## src/rtl/trap_ctrl.sv

```systemverilog
// trap_ctrl: machine-mode trap sequencer. Synchronizes the interrupt lines,
// arbitrates exceptions, interrupts and MRET at instruction boundaries, captures
// the CSR update values on trap entry, and drives a fixed
// trap/mret -> flush -> idle sequence.
module trap_ctrl (
    input  logic        clk,
    input  logic        rst,
    input  logic        ext_irq,
    input  logic        sw_irq,
    input  logic        tmr_irq,
    input  logic        exc_valid,
    input  logic [4:0]  exc_code,
    input  logic [31:0] exc_pc,
    input  logic [31:0] exc_tval,
    input  logic [31:0] next_pc,
    input  logic        retire,
    input  logic        mret_req,
    input  logic [31:0] mstatus_cur,
    input  logic [31:0] mie_cur,
    output logic        trap,
    output logic        mret,
    output logic [31:0] mepc,
    output logic [31:0] mstatus_new,
    output logic [31:0] mip_new,
    output logic [31:0] mcause,
    output logic [31:0] mtval,
    output logic        stall,
    output logic        flush
);

    typedef enum logic [1:0] {IDLE, TRAP, MRET, REDIR} state_t;

    state_t      state_q, state_d;
    // Interrupt lines packed as {ext, sw, tmr}.
    logic [2:0]  irq_meta_q, irq_meta_d;
    logic [2:0]  irq_sync_q, irq_sync_d;
    logic [2:0]  pend;
    logic [4:0]  irq_code;
    logic [31:0] mepc_q, mepc_d;
    logic [31:0] mcause_q, mcause_d;
    logic [31:0] mtval_q, mtval_d;
    logic [31:0] mstatus_new_q, mstatus_new_d;
    logic [31:0] mip_new_q, mip_new_d;
    logic [31:0] mstatus_trap;
    logic [31:0] mip_snapshot;
    logic        unused_bits;

    // Low PC bits and non-machine-interrupt enable bits carry no meaning here.
    assign unused_bits = &{1'b0, exc_pc[1:0], next_pc[1:0], mie_cur};

    // Two-flop synchronizer input stage.
    always_comb begin
        irq_meta_d = {ext_irq, sw_irq, tmr_irq};
        irq_sync_d = irq_meta_q;
    end

    // Pending-and-enabled interrupts, gated by global MIE; MEI wins, then MSI, then MTI.
    always_comb begin
        pend = irq_sync_q & {mie_cur[11], mie_cur[3], mie_cur[7]} & {3{mstatus_cur[3]}};
        if (pend[2])      irq_code = 5'd11;
        else if (pend[1]) irq_code = 5'd3;
        else              irq_code = 5'd7;
        // Trap entry: MPIE <- MIE, MIE <- 0, MPP <- M.
        mstatus_trap = {mstatus_cur[31:13], 2'b11, mstatus_cur[10:8], mstatus_cur[3],
                        mstatus_cur[6:4], 1'b0, mstatus_cur[2:0]};
        mip_snapshot = {20'b0, irq_sync_q[2], 3'b0, irq_sync_q[0], 3'b0, irq_sync_q[1], 3'b0};
    end

    // Next-state, capture values and outputs; requests are only looked at in IDLE.
    always_comb begin
        state_d       = state_q;
        mepc_d        = mepc_q;
        mcause_d      = mcause_q;
        mtval_d       = mtval_q;
        mstatus_new_d = mstatus_new_q;
        mip_new_d     = mip_new_q;
        case (state_q)
            IDLE: begin
                if (exc_valid) begin
                    state_d       = TRAP;
                    mepc_d        = {exc_pc[31:2], 2'b00};
                    mcause_d      = {27'b0, exc_code};
                    mtval_d       = exc_tval;
                    mstatus_new_d = mstatus_trap;
                    mip_new_d     = mip_snapshot;
                end else if (retire && (|pend)) begin
                    state_d       = TRAP;
                    mepc_d        = {next_pc[31:2], 2'b00};
                    mcause_d      = {1'b1, 26'b0, irq_code};
                    mtval_d       = 32'b0;
                    mstatus_new_d = mstatus_trap;
                    mip_new_d     = mip_snapshot;
                end else if (mret_req) begin
                    state_d = MRET;
                end
            end
            TRAP:    state_d = REDIR;
            MRET:    state_d = REDIR;
            REDIR:   state_d = IDLE;
            default: state_d = IDLE;
        endcase
        trap  = (state_q == TRAP);
        mret  = (state_q == MRET);
        flush = (state_q == REDIR);
        // Held low while reset is asserted so a pending request cannot stall the core.
        stall = !rst && ((state_q != IDLE) || (state_d != IDLE));
    end

    // State, synchronizer and capture registers; reset acts immediately.
    always_ff @(posedge clk or posedge rst) begin
        if (rst) begin
            state_q       <= IDLE;
            irq_meta_q    <= '0;
            irq_sync_q    <= '0;
            mepc_q        <= '0;
            mcause_q      <= '0;
            mtval_q       <= '0;
            mstatus_new_q <= '0;
            mip_new_q     <= '0;
        end else begin
            state_q       <= state_d;
            irq_meta_q    <= irq_meta_d;
            irq_sync_q    <= irq_sync_d;
            mepc_q        <= mepc_d;
            mcause_q      <= mcause_d;
            mtval_q       <= mtval_d;
            mstatus_new_q <= mstatus_new_d;
            mip_new_q     <= mip_new_d;
        end
    end

    assign mepc        = mepc_q;
    assign mcause      = mcause_q;
    assign mtval       = mtval_q;
    assign mstatus_new = mstatus_new_q;
    assign mip_new     = mip_new_q;

endmodule

```

## config.mk

```make
export PLATFORM = sky130hd
export DESIGN_NAME = trap_ctrl
export DESIGN_NICKNAME = d
export VERILOG_FILES = /design/src/rtl/trap_ctrl.sv
export SDC_FILE = /design/constraint.sdc
export NUM_CORES = 1
export LEC_CHECK = 0
export CAP_MARGIN = 10
export CORE_AREA = 2 2 131 133
export CTS_CLUSTER_DIAMETER = 80
export CTS_CLUSTER_SIZE = 30
export DETAILED_ROUTE_END_ITERATION = 16
export DIE_AREA = 0 0 133 135
export DONT_BUFFER_PORTS = 1
export GPL_TIMING_DRIVEN = 1
export PLACE_DENSITY = 0.52
export RECOVER_POWER = 25
export SKIP_LAST_GASP = 1
export SLEW_MARGIN = 15
export SYNTH_ARGS = -nofsm -noshare
export SYNTH_HDL_FRONTEND = slang
export SYNTH_SLANG_ARGS = --single-unit
```

## constraint.sdc

```tcl
create_clock -name clk -period 4.5 [get_ports clk]
set_input_delay 0.45 -clock clk [delete_from_list [all_inputs] [get_ports clk]]
set_output_delay 0.45 -clock clk [all_outputs]
set_load 0.02 [all_outputs]
```

; Word-level counts from Yosys, hierarchy flattened
; Cells that the tools add are included.
; Widths: inputs -> output; s select.
[word_totals]
latchBits = 0
out_inout_bits = 164
wordCells = 40
ram_bits = 0
reg_bits = 168
romBits = 0
input_bits = 173
n_memories = 0
[op_classes]
n_eq_ne = 3
n_mux = 16
reduce_logical = 11
n_addsub = 0
div = 0
n_lt_le_gt_ge = 0
mul = 0
bitwise = 2
shift = 0
[ops]
columns = operator, count
row1 = $mux 32, 10
row2 = $and 3x3->3, 2
row3 = $mux 2, 3
row4 = $pmux 2 s3, 1
row5 = $reduce_bool 2->1, 3
row6 = $eq 2x2->1 const B, 2
row7 = $mux 4, 1
row8 = $mux 3, 1
row9 = $reduce_or 3->1, 1
row10 = $eq 2x1->1 const B, 1
row11 = $logic_and 1x1->1, 2
row12 = $logic_not 2->1, 1
row13 = $reduce_and 2->1, 1
row14 = $reduce_or 2->1, 1
row15 = $logic_not 1->1, 1
row16 = $logic_or 1x1->1, 1

; Depth between registers and ports, before layout
[logic_depth]
ltp_word = 10
depth_mapped = 8
mapped_depth_nobuf = 5

; Worst setup path after synthesis
; No wires, ideal clock.
[synth_timing]
path_type = flip-flop to output port
start = reg state_q[0]
end = out stall
t_required_ns = 4.050
path_stages_with_launch = 9
n_path_buf = 3
arrival_time_ns = 1.762
setup_slack_ns = 2.288
cell_sequence = dfrtp_1 -> inv_1 -> ha_1 -> buf_2 -> o21a_1 -> nand2b_4 -> buf_8 -> buf_8 -> a41oi_1
[synth_between]
elab_chain_len = 7
elab_cells_between_ends = 13
cone_classes = 3 x eq/ne / 4 x mux / 6 x reduce/logical
[synth_rtl]
columns = item, line
row1 = from (decl), 33  ; state_t state_q, state_d;
row2 = from (signal assigned), 121  ; state_q <= state_d;
row3 = $mux 2, 93  ; end else if (mret_req) begin
row4 = $mux 2, 86  ; end else if (retire && (|pend)) begin
row5 = $mux 2, 79  ; if (exc_valid) begin
row6 = $pmux 2 s3, 77  ; case (state_q)
row7 = $reduce_bool 2->1, 106  ; stall = !rst && ((state_q != IDLE) || (state_d != IDLE));
row8 = $logic_or 1x1->1 *, 106
row9 = $logic_and 1x1->1 *, 106
row10 = to (decl), 27  ; output logic stall,
; Mark *: on every way between the ends. The rest lies on a longest branch, timed or not.

; Worst setup path after layout
[layout_timing]
start = reg irq_sync_q[2]
end = out stall
[layout_between]
elab_chain_len = 10
[layout_rtl]
columns = item, line
row1 = from (decl), 36  ; logic [2:0] irq_sync_q, irq_sync_d;
row2 = from (signal assigned), 123  ; irq_sync_q <= irq_sync_d;
row3 = $and 3x3->3 (2 in a row), 59  ; pend = irq_sync_q & {mie_cur[11], mie_cur[3], mie_cur[7]} & {3{mstatus_cur[3]}};
row4 = $reduce_or 3->1, 86
row5 = $logic_and 1x1->1, 86
row6 = $mux 2, 86
row7 = $mux 2, 79
row8 = $pmux 2 s3, 77
row9 = $reduce_bool 2->1, 106
row10 = $logic_or 1x1->1, 106
row11 = $logic_and 1x1->1, 106
; No other way between the ends.

==> out/summary.log <==
INFO  run_status     run_status=finished with violations
INFO  run_status     violations=capacitance limit, slew limit
INFO  placement      placed_inst_area=0.00477sqmm
INFO  timing         setup_viol_count_final=0
INFO  timing         final_period_minus_worst_setup_slack=3.42ns
INFO  placement      place_hpwl=8090um
INFO  synth          yosysTopAreaCell=dfrtp_1
INFO  synth          synth_top_cell_area_share=56.0%
INFO  global_routing maximum_number_of_pins_on_one_net_before_global_route_repair=71
INFO  clocking       cts_inserted_buffers=9
INFO  clocking       post-cts-setup-buffers=0
INFO  hold_path      hold_path.class=input pin to flip-flop
INFO  finish         finalNetCount=551
INFO  clocking       clockBufferDepth=2
INFO  global_routing grt.overflow.total=0
INFO  synth          synth_commonest_cells=dfrtp_1 (109), o21ai_0 (64), buf_4 (59)
INFO  synth          synth_top_family_by_area=compound AO/OA/AOI/OAI gates
INFO  critical_path  critical_path.startpoint_type=flip-flop
INFO  clocking       clk_pin_slew=0.07ns
INFO  placement      port_buffers=0
INFO  critical_path  regToRegEndpoint=mip_new[11]$_DFFE_PP0P_
INFO  timing         min_period_over_period=76.1%
INFO  synth          flip_flop_and_latch_count_after_synthesis=109
INFO  timing         timing.setup.tns=0ns
INFO  global_routing grt_first_pass_wirelength=16900um
INFO  synth          synth.mux.area_fraction=13.6%
INFO  clocking       worstSkewPairLatency=0.35ns
INFO  clocking       cts.sink_count=109
INFO  global_routing number_of_antenna_violations_at_the_first_check_in_global_routing=0
INFO  floorplanning  dieArea=0.0180sqmm
INFO  floorplanning  initial_utilization=29.7%
INFO  critical_path  worstSetupStartpoint=irq_sync_q[2]$_DFF_PP0_
INFO  critical_path  crit_path_max_incr_delay=0.74ns
INFO  timing         maxSlewHeadroom=-99.1%
INFO  timing         fin_ws=1.08ns
INFO  critical_path  critical_path.top_delay_family=compound AO/OA/AOI/OAI gates
INFO  finish         stdcell_area=0.00510sqmm
INFO  flow_run       max-cap-violations=1
INFO  synth          yosys.cell_count.top_type=dfrtp_1
INFO  timing         grt_setup_unrepaired=false
INFO  clocking       tritoncts=done
INFO  floorplanning  die_height=135um
INFO  clocking       cts_root_buf=clkbuf_16
INFO  synth          post_synth_main_area_contributors=dfrtp_1 (56%), buf_4 (9.1%), mux2_2 (6.9%), o21ai_0 (6.6%), mux2i_1 (6.4%)
INFO  synth          synth_xor_xnor_area_share=0%
INFO  critical_path  worst-endpoint-required=4.05ns
INFO  drt            totalWireLength=11500um
INFO  synth          syn_area_per_cell=12.5squm
INFO  synth          mappedNetlistArea=0.00487sqmm
INFO  timing         timing.final.max_slew_violations=71
INFO  hold_path      hold_path_startpoint=ext_irq
INFO  global_routing first_global_vias=2900
INFO  critical_path  worst_r2r_path_depth=4
INFO  drt            route.antenna.remaining_nets=0
INFO  drt            router_iterations_before_antenna_repair=4
INFO  synth          ys.warnings.count=0
INFO  synth          synthFlopType=dfrtp_1
INFO  critical_path  timing.critical_path.arrival=2.97ns
INFO  synth          synth_cell_type_count=34
INFO  critical_path  critPathCaptureType=primary output
INFO  timing         worst-slew-pin-transition=2.97ns
INFO  finish         n_antenna_cell=0
INFO  synth          post_synth_and_or_nand_nor_area_fraction=1.34%
INFO  synth          synth_fa_ha_area_share=1.03%
INFO  clocking       ctsHtreeMaxLevel=3
INFO  floorplanning  ios=337
INFO  drt            routed-via-count=2826
INFO  power_and_ir_drop cellLeakagePower=2.28nW
INFO  drt            drt_first_iter_violations=83
INFO  critical_path  worst-path-buf-inv=0
INFO  timing         finalHoldViolCount=0
INFO  timing         final.setup_skew=0.0143ns
INFO  power_and_ir_drop power.ir.vdd_worst=0.283mV
INFO  synth          synthesis.instances=388
INFO  drt            route.detailed.drc=0
INFO  placement      dpl_worst_slack=1.30ns
INFO  drt            wl_per_cell=19.1um
INFO  critical_path  regToRegStartpoint=irq_sync_q[2]$_DFF_PP0_
INFO  critical_path  crit_path_end=stall
INFO  finish         final_layout_size_suffix_gt1_share=14.5%
INFO  critical_path  cp_cell_sequence=a22o_1, a21oi_4, nand2b_4, a41oi_1
INFO  critical_path  worst-setup-path-type=flip-flop to primary output
INFO  floorplanning  core_area=0.0164sqmm
INFO  floorplanning  rows=47
INFO  critical_path  cp_num_cells=4
INFO  synth          postSynth.asyncResetShare=100%
INFO  critical_path  cpMaxStageDelayCell=nand2b_4
INFO  power_and_ir_drop p_per_area=779mW/mm^2
INFO  critical_path  rrSetupSlack=1.79ns
INFO  placement      gp_routability_congestion=0.732
INFO  finish         synthToLayoutAreaGrowth=4.81%
INFO  drt            detail_route.vias_per_cell=4.72
INFO  synth          yosysSeqAreaShare=56.0%
INFO  finish         instances_no_fill=599
INFO  timing         fmax=292MHz
INFO  clocking       cts_resized=0
INFO  critical_path  critical_path.max_fanout=68
INFO  clocking       hold_buffers=0
INFO  synth          synth_compound_area_share=15.0%
INFO  floorplanning  die_width=133um
INFO  global_routing grt_util_all_layers=12.5%
INFO  synth          synth_enable_flop_cells=0
INFO  placement      placed_cells=583
## stage by stage
stage          utilization, %  power, mW  hold WS, ns
6_report                 31.1       3.97        0.126
5_1_grt                  31.1       4.22       0.0944
4_1_cts                  31.1       4.04        0.106
3_5_place_dp             29.1       3.13        0.336
3_3_place_gp             29.1       3.09        0.331
2_1_floorplan               -       2.95        0.331
## kinds of logic after synthesis
logic type | count (synthesis)
simple gates | 11
mux | 62
flops | 109
fa+ha+maj | 4
compound gates | 114
buf+inv | 87
other cells | 1
## area by class of cell
class                      count  area (sq um)
clock buffer                  10           229
clock inverter                 6           105
fill                        1655         11300
inverter                       3          12.5
multi-input combinational    249          1740
sequential                   109          2730
tap                          220           275
timing repair buffer           2          15.0
## layout by cell type, fill, tap and decap left out, types with 3 or more instances in the layout
master,n
conb_1,58
mux2i_1,31
o21ai_0,64
nor2_1,3
ha_1,4
nand2_1,3
clkbuf_16,9
mux2_2,30
dfrtp_1,109
a22o_1,34
a21oi_1,5
## state kept, by name, summed over array words and instances (netlist names)
register	cells
state_q	2
mip_new	3
mcause	6
irq_meta_q	3
irq_sync_q	3
mtval	32
mepc	30
mstatus_new	30
## metal layers
| metal | vias to the layer above | track usage, % | routed length [um] |
|---|---|---|---|
| met5 | - | 0 | 0 |
| met4 | 0 | 4.72 | 190 |
| met3 | 15 | 6.34 | 1330 |
| met2 | 193 | 21.0 | 5900 |
| met1 | 1382 | 13.6 | 4050 |
| li1 | 1236 | - | - |
## report_power, final
group | leakage, nW | switching, mW | internal [mW]
registers | 1.33 | 0.860 | 1.42
logic | 0.791 | 0.419 | 0.389
clock network | 0.162 | 0.386 | 0.502
## worst min path at each step
stage	to	cells after the start
floorplan	irq_sync_q[0]$_DFF_PP0_	0
global route	irq_meta_q[1]$_DFF_PP0_	0
global placement	irq_sync_q[2]$_DFF_PP0_	0
finish	irq_meta_q[2]$_DFF_PP0_	0
detailed placement	irq_sync_q[1]$_DFF_PP0_	0
CTS	irq_meta_q[2]$_DFF_PP0_	0
(Power assumes the default switching activity.)
